===== config.mk =====
export PLATFORM = sky130hd
export DESIGN_NAME = keypad_encoder
export DESIGN_NICKNAME = d
export VERILOG_FILES = /design/src/rtl/keypad_pkg.sv /design/src/rtl/keypad_encoder_onehot_bcd_enc.sv /design/src/rtl/keypad_encoder.sv
export SDC_FILE = /design/constraint.sdc
export NUM_CORES = 1
export LEC_CHECK = 0
export ABC_AREA = 1
export CORE_AREA = 2 2 57 70
export CTS_BUF_LIST = sky130_fd_sc_hd__clkbuf_16
export CTS_CLUSTER_DIAMETER = 60
export DETAILED_ROUTE_END_ITERATION = 8
export DIE_AREA = 0 0 59 72
export HOLD_SLACK_MARGIN = 0.02
export PLACE_DENSITY_LB_ADDON = 0.15
export SLEW_MARGIN = 20
export SYNTH_ARGS = -nofsm -noshare
export SYNTH_HDL_FRONTEND = slang
export SYNTH_SLANG_ARGS = --single-unit

===== constraint.sdc =====
create_clock -name clock -period 4.9 [get_ports clock]
set_input_delay 0.98 -clock clock [delete_from_list [all_inputs] [get_ports clock]]
set_output_delay 0.98 -clock clock [all_outputs]
set_load 0.02 [all_outputs]

===== src/rtl/keypad_pkg.sv =====
// Shared types and constants for the keypad front end of the microwave timer path.
package keypad_pkg;

    localparam int unsigned NUM_KEYS         = 10;
    localparam int unsigned MAX_DIGITS       = 3;
    localparam int unsigned DEBOUNCE_DEFAULT = 4;
    localparam int unsigned CODE_W           = 4;
    localparam int unsigned CNT_W            = 8;
    localparam int unsigned DCOUNT_W         = 2;

    typedef enum logic [2:0] {
        IDLE     = 3'd0,
        DEBOUNCE = 3'd1,
        EMIT     = 3'd2,
        HOLD     = 3'd3,
        RELEASE  = 3'd4
    } state_t;

endpackage


===== src/rtl/keypad_encoder_onehot_bcd_enc.sv =====
// Combinational key decoder: BCD code of the highest pressed key, plus
// "exactly one key" and "no key" flags.
//   keypad : raw key lines, bit k = key k
//   code   : BCD of the pressed key (meaningful only when single = 1)
//   single : exactly one key line is high
//   none   : no key line is high
module onehot_bcd_enc
    import keypad_pkg::*;
(
    input  logic [NUM_KEYS-1:0] keypad,
    output logic [CODE_W-1:0]   code,
    output logic                single,
    output logic                none
);

    logic [CODE_W-1:0] pop;

    always_comb begin
        code = '0;
        pop  = '0;
        for (int k = 0; k < int'(NUM_KEYS); k++) begin
            if (keypad[k]) begin
                code = CODE_W'(k);
            end
            pop = pop + CODE_W'(keypad[k]);
        end
        single = (pop == CODE_W'(1));
        none   = (keypad == '0);
    end

endmodule


===== src/rtl/keypad_encoder.sv =====
// Debounces the ten-key keypad, emits one active-low load strobe with the BCD
// digit per accepted press, limits entry to three digits and blocks entry
// while enablen is high.
//   clock       : rising-edge clock
//   clear       : synchronous active-high reset
//   keypad      : raw key lines, bit k = key k
//   enablen     : active-low entry enable, sampled in EMIT only
//   entry_clr   : one-cycle pulse, zeroes digit_count
//   data        : BCD digit of the last emitted key
//   loadn       : active-low one-cycle load strobe
//   digit_count : digits emitted since clear/entry_clr, saturating at 3
//   busy        : FSM is not in IDLE
module keypad_encoder
    import keypad_pkg::*;
#(
    parameter int unsigned DEBOUNCE_CYCLES = DEBOUNCE_DEFAULT
) (
    input  logic                clock,
    input  logic                clear,
    input  logic [NUM_KEYS-1:0] keypad,
    input  logic                enablen,
    input  logic                entry_clr,
    output logic [CODE_W-1:0]   data,
    output logic                loadn,
    output logic [DCOUNT_W-1:0] digit_count,
    output logic                busy
);

    state_t              state, state_next;
    logic [CNT_W-1:0]    cnt, cnt_next;
    logic [CODE_W-1:0]   cand, cand_next;
    logic [CODE_W-1:0]   data_next;
    logic                loadn_next;
    logic [DCOUNT_W-1:0] dcount_next;
    logic                busy_next;

    logic [CODE_W-1:0]   code;
    logic                single;
    logic                none;
    logic [CNT_W:0]      cnt_inc;
    logic                cnt_done;

    onehot_bcd_enc u_enc (
        .keypad (keypad),
        .code   (code),
        .single (single),
        .none   (none)
    );

    // One extra bit so the compare cannot wrap when DEBOUNCE_CYCLES = 255.
    assign cnt_inc  = {1'b0, cnt} + (CNT_W+1)'(1);
    assign cnt_done = (cnt_inc >= (CNT_W+1)'(DEBOUNCE_CYCLES));

    // State and output registers.
    always_ff @(posedge clock) begin
        if (clear) begin
            state       <= IDLE;
            cnt         <= '0;
            cand        <= '0;
            data        <= '0;
            loadn       <= 1'b1;
            digit_count <= '0;
            busy        <= 1'b0;
        end else begin
            state       <= state_next;
            cnt         <= cnt_next;
            cand        <= cand_next;
            data        <= data_next;
            loadn       <= loadn_next;
            digit_count <= dcount_next;
            busy        <= busy_next;
        end
    end

    // Next-state and next-output logic.
    always_comb begin
        state_next = state;
        cnt_next   = cnt;
        cand_next  = cand;
        data_next  = data;
        loadn_next = 1'b1;

        case (state)
            IDLE: begin
                if (single) begin
                    cand_next  = code;
                    cnt_next   = CNT_W'(1);
                    state_next = (DEBOUNCE_CYCLES <= 1) ? EMIT : DEBOUNCE;
                end else if (!none) begin
                    state_next = HOLD;
                end
            end
            DEBOUNCE: begin
                if (none) begin
                    state_next = IDLE;
                end else if (!single) begin
                    state_next = HOLD;
                end else if (code == cand) begin
                    cnt_next = cnt_inc[CNT_W-1:0];
                    if (cnt_done) begin
                        state_next = EMIT;
                    end
                end else begin
                    // A different key took over: restart on the new one.
                    cand_next = code;
                    cnt_next  = CNT_W'(1);
                end
            end
            EMIT: begin
                if (!enablen && (digit_count < DCOUNT_W'(MAX_DIGITS))) begin
                    data_next  = cand;
                    loadn_next = 1'b0;
                end
                state_next = HOLD;
            end
            HOLD: begin
                if (none) begin
                    cnt_next   = CNT_W'(1);
                    state_next = RELEASE;
                end
            end
            RELEASE: begin
                if (!none) begin
                    state_next = HOLD;
                end else if (cnt >= CNT_W'(DEBOUNCE_CYCLES)) begin
                    state_next = IDLE;
                end else begin
                    cnt_next = cnt_inc[CNT_W-1:0];
                    if (cnt_done) begin
                        state_next = IDLE;
                    end
                end
            end
            default: begin
                state_next = IDLE;
            end
        endcase

        busy_next = (state_next != IDLE);

        // Count strobes one cycle after they are issued; entry_clr wins.
        dcount_next = digit_count;
        if (entry_clr) begin
            dcount_next = '0;
        end else if (!loadn && (digit_count != DCOUNT_W'(MAX_DIGITS))) begin
            dcount_next = digit_count + DCOUNT_W'(1);
        end
    end

endmodule

==> flow_metrics.env, run 1 <==
export IMPL_power_density_nw_per_um2=475
export IMPL_cts_root_buffer="clkbuf_16"
export IMPL_syn2layout_area_growth_pct=24.0
export IMPL_min_period_over_period=0.952
export IMPL_nets=314
export IMPL_hold_violations=0
export IMPL_start_util=0.485
export IMPL_synth_cells=253
export IMPL_via_count=1655
export IMPL_clk_latency_ns=0.25
export IMPL_end_kind="register"
export IMPL_leakage_nw=1.02
export IMPL_outcome="finished, final reports clean"
export IMPL_post_drt_via_cell_ratio=5.12
export IMPL_die_area_um2=4250
export IMPL_hold_path_class="reg2reg"
export IMPL_dr_pass1_iters=4
export IMPL_grt_pass1_vias=1595
export IMPL_fin_skew_ns=0.00183
export IMPL_ys_ff_latch=23
export IMPL_grt_pass1_wl_mm=6.47
export IMPL_rsz0062_at_grt="false"
export IMPL_path_class="in2reg"
export IMPL_tightest_slew_ns=0.862
export IMPL_setup_viol=0
export IMPL_grtUsageTotal=0.193
export IMPL_cp_top_family="adder cells"
export IMPL_drt_iter0_drc=76
export IMPL_clockBufferDepth=2
export IMPL_cts_htree_levels=1
export IMPL_syn_area_um2=1720
export IMPL_yosys_warnings=0
export IMPL_max_cap_violations=0
export IMPL_grt_max_degree=21
export IMPL_numCtsBuffers=3
export IMPL_slowest_stage="fa_1"
export IMPL_antenna_left=0
export IMPL_swShare=0.418
export IMPL_avgSynthCellArea_um2=6.79
export IMPL_die_w_um=59
export IMPL_stdcell_count=323
export IMPL_internal_power_uw=589
export IMPL_cts_tree="done"
export IMPL_overflow=0
export IMPL_ir_worst_vdd_mv=0.180
export IMPL_arrival_ns=4.85
export IMPL_cp_max_fo=5
export IMPL_power_switching_uw=423
export IMPL_yosysSeqAreaShare=0.268
export IMPL_clkTransAtPathRegs_ns=0.06
export IMPL_fill_cells=334
export IMPL_relSlewSlack=0.421
export IMPL_antenna_found_initial=0
export IMPL_wl_per_cell_um=11.3
export IMPL_wl_mm=3.65
export IMPL_combPwrFrac=0.541
export IMPL_ff_latch_area_um2=460
export IMPL_hold_slack_ns=0.496
export IMPL_startpoint_type="input pin"
export IMPL_cts_hold_buf=0
export IMPL_min_period_ns=4.67
export IMPL_clkPwrFrac=0.174
export IMPL_cp_required_ns=5.08
export IMPL_gp_congestion=0.862
export IMPL_drc_errors=0
export IMPL_multi_input_area_um2=1070
export IMPL_hpwlAfterDp_mm=2.92
export IMPL_crit_buf_inv=4
export IMPL_ys_types=33
export IMPL_drive_above_1_share=0.109
export IMPL_diodes=0
export IMPL_synth_net_count=282
export IMPL_crit_top_cell="fa_1"
export IMPL_rows=24
export IMPL_slew_violations=0
export IMPL_die_y_um=72
export IMPL_cts_sinks=23
export IMPL_core_um2=3540
export IMPL_slowest_delay_ns=0.54
export IMPL_power_frac_seq=0.285
export IMPL_io_buffer_count=21
export IMPL_max_freq_mhz=214
export IMPL_total_power_mw=1.01
export IMPL_io_pins=22
export IMPL_placed_cells=317
export IMPL_crit_chain="dlygate4sd2_1 > inv_1 > ha_1 > inv_2 > fa_1 > fa_1 > fa_1 > fa_2 > fa_1 > nor4b_4 > nand2_1 > o21ai_1 > nand2_1 > nor2_4 > buf_6 > o21ai_1 > a21oi_1"
[metal layers]
layer	wire length [µm]	part of all wire	GRT usage	vias to the layer above
met5	0	0	0	-
met4	47	0.013	0.0682	0
met3	59	0.016	0.0214	4
met2	1950	0.54	0.368	27
met1	1590	0.44	0.214	749
li1	-	-	-	875
[worst reg2reg max path: stages (launching register included)]
cell and delay (ns):
dfxtp_1 0.39, ha_1 0.23, nand3_1 0.11, o21ai_1 0.17, nand3_1 0.09, nor2_1 0.15
nand2_1 0.11, nand4_1 0.15, nand2_1 0.07, nand2_1 0.08, nand3_1 0.07, nand2_1 0.06
nand2_1 0.06
[timing repair]
item / 4_1_cts / 5_1_grt
cloned: 1 / 0
endpoints found under the setup margin: 14 / 12
setup buffers: 0 / 1
resized for setup: 11 / 2
pin swaps: 8 / 4
[area by class of cell]
class / count / area share
multi-input cells: 179 / 0.504
well taps: 39 / 0.0229
inverters: 47 / 0.0828
flip-flops and latches: 23 / 0.216
clock buffers: 3 / 0.0352
repair buffers: 31 / 0.136
clock inverters: 1 / 0.00235
[synth_stat cells (all sizes together)]
cell type | number | area share
nand2 | 55 | 0.12
inv | 47 | 0.10
nor2 | 27 | 0.068
dfxtp | 23 | 0.27
nand3 | 23 | 0.070
a21oi | 20 | 0.058
o21ai | 19 | 0.064
ha | 9 | 0.066
fa | 6 | 0.070
nand4 | 5 | 0.027
buf | 3 | 0.012
nor3 | 2 | 0.0058
or2 | 2 | 0.0073
xor2 | 2 | 0.010
a22oi | 1 | 0.0044
a31oi | 1 | 0.0036
clkbuf | 1 | 0.0044
nor4 | 1 | 0.0073
nor4b | 1 | 0.0051
o2111a | 1 | 0.0066
o2111ai | 1 | 0.0051
o211ai | 1 | 0.0044
o21a | 1 | 0.0044
o31ai | 1 | 0.0044
[power by group through the flow]
stage	clock network (mW)	logic [mW]	registers, mW
finish	0.176	0.547	0.289
floorplan	0	0.350	0.295
CTS	0.180	0.538	0.289
global route	0.186	0.620	0.296
detailed placement	0	0.492	0.292
global placement	0	0.486	0.291
[kinds of logic (layout without fill, tap and decap cells)]
| kind of cell | after synthesis | count (layout) | synth area share |
|---|---|---|---|
| AO/OA/AOI/OAI | 46 | 46 | 0.155 |
| XOR/XNOR | 2 | 2 | 0.0102 |
| adder cells (fa/ha/maj) | 15 | 15 | 0.135 |
| buffers and inverters | 51 | 82 | 0.119 |
| flip-flops | 23 | 23 | 0.268 |
| AND/OR/NAND/NOR | 116 | 116 | 0.312 |
[registers in the layout, indices dropped and copies added (netlist names)]
name and cells:
digit_count 2, loadn 1, state 3, cnt 8, busy 1, cand 4
data 4
[cells in the final DEF, fill, tap and decap left out, types with 2 or more instances in the layout]
cell             Yosys  final
nand2_1             54     54
inv_1               47     44
nor2_1              23     23
dfxtp_1             23     23
nand3_1             22     22
a21oi_1             20     20
clkdlybuf4s50_1      0     19
o21ai_1              8      9
ha_1                 9      9
o21ai_0              9      8
buf_4                0      8
fa_1                 6      5
nand4_1              4      4
inv_2                0      3
clkbuf_16            0      3
nor2_4               1      2
xor2_1               2      2
nor2_2               3      2
nor3_1               2      2
or2_2                2      2
buf_6                1      2
dlygate4sd2_1        0      2
[per-stage QoR]
stage / area (µm²) / utilization / setup slack, ns / TNS (ns)
final: 2130 / 0.601 / 0.234 / 0
after global routing: 2130 / 0.601 / 0.00559 / 0
after detailed placement: 2010 / 0.567 / -0.401 / -5.14
after CTS: 2110 / 0.597 / 0.151 / 0
after global placement: 2010 / 0.567 / -0.335 / -4.11
after floorplan: 1720 / - / 0.279 / 0
[path summary, 6_finish.rpt]
kind,end,startpoint,cells past startpoint,slack (ns)
worst max-delay path,cnt[2],keypad[0],17,0.23
worst min register to register,data[3],cand[3],2,0.50
worst min-delay path,data[3],cand[3],2,0.50
worst max register to register,busy,cnt[1],12,3.05
Power figures use the tool's default switching activity.
==> run 2, diff against run 1 <==
CELL_PAD_IN_SITES_DETAIL_PLACEMENT = 2   (was default)
CELL_PAD_IN_SITES_GLOBAL_PLACEMENT = 2   (was default)
CORE_AREA = 4 4 75 90   (was 2 2 57 70)
DIE_AREA = 0 0 79 94   (was 0 0 59 72)
clock period = 4.4 ns   (was 4.9 ns; I/O delays follow)
==> run 2 against run 1 <==
Die area grew 75%. Global-route usage shrank 4.1 points. Clock power grew 15%. Highest routed layer unchanged. Wire length grew 42%. Non-clock buffer count grew 5. First-iteration DRC count shrank 30%. Sequential share of layout area is 1.6 points lower. Worst hold slack got worse by 0.0070 ns. Critical endpoint unchanged. Utilization shrank 22 points.
==> flow_metrics.env, run 2 (same netlist as run 1, synthesis figures left out) <==
export IMPL_outcome="finished, final reports clean"
export IMPL_die_area_um2=7430
export IMPL_antenna_left=0
export IMPL_startpoint_type="input pin"
export IMPL_hold_slack_ns=0.489
export IMPL_setup_viol=0
export IMPL_most_common_layout_cells="51 x nand2_1, 40 x inv_1, 23 x nor2_1, 23 x dfxtp_1, 22 x nand3_1"
export IMPL_arrival_ns=4.56
export IMPL_die_y_um=94
export IMPL_cts_htree_levels=1
export IMPL_gp_congestion=0.759
export IMPL_overflow=0
export IMPL_min_period_ns=4.37
export IMPL_clkTransAtPathRegs_ns=0.06
export IMPL_pre_cts_ws_ns=-0.818
export IMPL_cts_root_buffer="clkbuf_16"
export IMPL_fin_skew_ns=0.00413
export IMPL_clockBufferDepth=2
export IMPL_hold_violations=0
export IMPL_slew_violations=0
export IMPL_crit_buf_inv=4
export IMPL_grt_max_degree=21
export IMPL_min_period_over_period=0.994
export IMPL_hpwlAfterDp_mm=4.25
export IMPL_core_um2=5970
export IMPL_end_kind="register"
export IMPL_drc_errors=0
export IMPL_dr_wl_met2_mm=2.95
export IMPL_cp_top_family="adder cells"
export IMPL_drive_above_1_share=0.190
export IMPL_tightest_slew_ns=0.920
export IMPL_max_cap_violations=0
export IMPL_die_w_um=79
export IMPL_top_register="cnt"
export IMPL_clk_latency_ns=0.26
export IMPL_cts_tree="done"
export IMPL_ff_latch_area_um2=460
export IMPL_post_drt_via_cell_ratio=4.70
export IMPL_slowest_stage="fa_2"
export IMPL_grt_pass1_vias=1934
export IMPL_largest_reg_flops=8
export IMPL_drt_iter0_drc=53
export IMPL_numCtsBuffers=3
export IMPL_multi_input_area_um2=1130
export IMPL_start_util=0.288
export IMPL_leakage_nw=1.06
export IMPL_rows=31
export IMPL_io_pins=22
export IMPL_cts_sinks=23
export IMPL_wl_mm=5.18
export IMPL_wl_met1_mm=2.13
export IMPL_slowest_delay_ns=0.54
export IMPL_total_power_mw=1.23
export IMPL_io_buffer_count=21
export IMPL_power_density_nw_per_um2=536
export IMPL_wl_per_cell_um=14.0
export IMPL_fin_util=0.385
export IMPL_fin_ws_ns=0.0251
export IMPL_cp_required_ns=4.59
export IMPL_grtUsageTotal=0.152
export IMPL_relSlewSlack=0.382
export IMPL_fill_cells=738
export IMPL_top_layer_used="met4"
export IMPL_antenna_found_initial=0
export IMPL_grt_pass1_wl_mm=9.05
export IMPL_syn2layout_area_growth_pct=33.7
export IMPL_nets=319
export IMPL_wl_met3_um=71
export IMPL_dr_pass1_iters=4
export IMPL_crit_chain="buf_8 > inv_4 > ha_4 > inv_2 > fa_1 > fa_1 > fa_1 > fa_2 > fa_2 > nor4b_4 > nand2_2 > o21ai_2 > nand2_2 > nor2_4 > buf_6 > o21ai_1 > a21oi_1"
export IMPL_hold_path_class="reg2reg"
export IMPL_mostFrequentLayoutCell="nand2_1"
export IMPL_crit_top_cell="fa_1"
export IMPL_cp_max_fo=5
export IMPL_rsz0062_at_grt="true"
export IMPL_ir_worst_vdd_mv=0.180
export IMPL_via_count=1744
export IMPL_reg_top3="cnt: 8 flops, cand: 4 flops, data: 4 flops"
export IMPL_path_class="in2reg"
export IMPL_diodes=0
export IMPL_max_freq_mhz=229
-- run 2: per-stage QoR --
step	cells	setup TNS [ns]	area, µm²
after floorplan	253	-0.0189	1730
after global placement	365	-8.76	2110
after detailed placement	365	-11.53	2110
after CTS	371	-1.82	2270
after global routing	371	-1.45	2300
final	371	0	2300
-- run 2: final cells by class --
class                           count  area share
Tap cell                           82      0.0447
Multi-Input combinational cell    179       0.493
Clock buffer                        3      0.0327
Timing Repair Buffer               36       0.147
Clock inverter                      1     0.00218
Sequential cell                    23       0.200
Inverter                           47      0.0801
-- run 2: worst register-to-register path, cell delays in order (launching register included) --
cell,delay (ns)
dfxtp_1,0.41
ha_1,0.25
nand3_1,0.12
inv_1,0.11
nand2_1,0.07
nand2_1,0.07
nand3_1,0.09
nor2_1,0.10
nand2_1,0.10
nand4_1,0.17
nand2_1,0.10
nand2_2,0.07
nand3_1,0.07
nand2_1,0.07
nand2_1,0.06
-- run 2: path summary, 6_finish.rpt --
kind | startpoint | end | slack, ns | cells after the start
worst max-delay path | keypad[0] | cnt[2] | 0.03 | 17
worst min-delay path | digit_count[1] | digit_count[1] | 0.49 | 2
worst max register to register | cnt[0] | busy | 2.43 | 14
worst min register to register | digit_count[1] | digit_count[1] | 0.49 | 2
-- run 2: power breakdown --
group	total, mW	internal (mW)	switching (mW)
Clock	0.202	0.122	0.0795
Sequential	0.329	0.267	0.0623
Combinational	0.700	0.300	0.400
Total	1.23	0.689	0.542
-- run 2: what timing repair did --
item	CTS	global route
resized for setup	36	8
hold buffers	0	0
pin swaps	15	8
setup buffers	1	0
cloned	1	0
setup endpoints to repair	15	15
-- run 2: routing by layer --
layer	up-vias	track usage
met4	0	0.0287
met2	15	0.298
met5	-	0
met3	4	0.0144
li1	886	-
met1	839	0.176
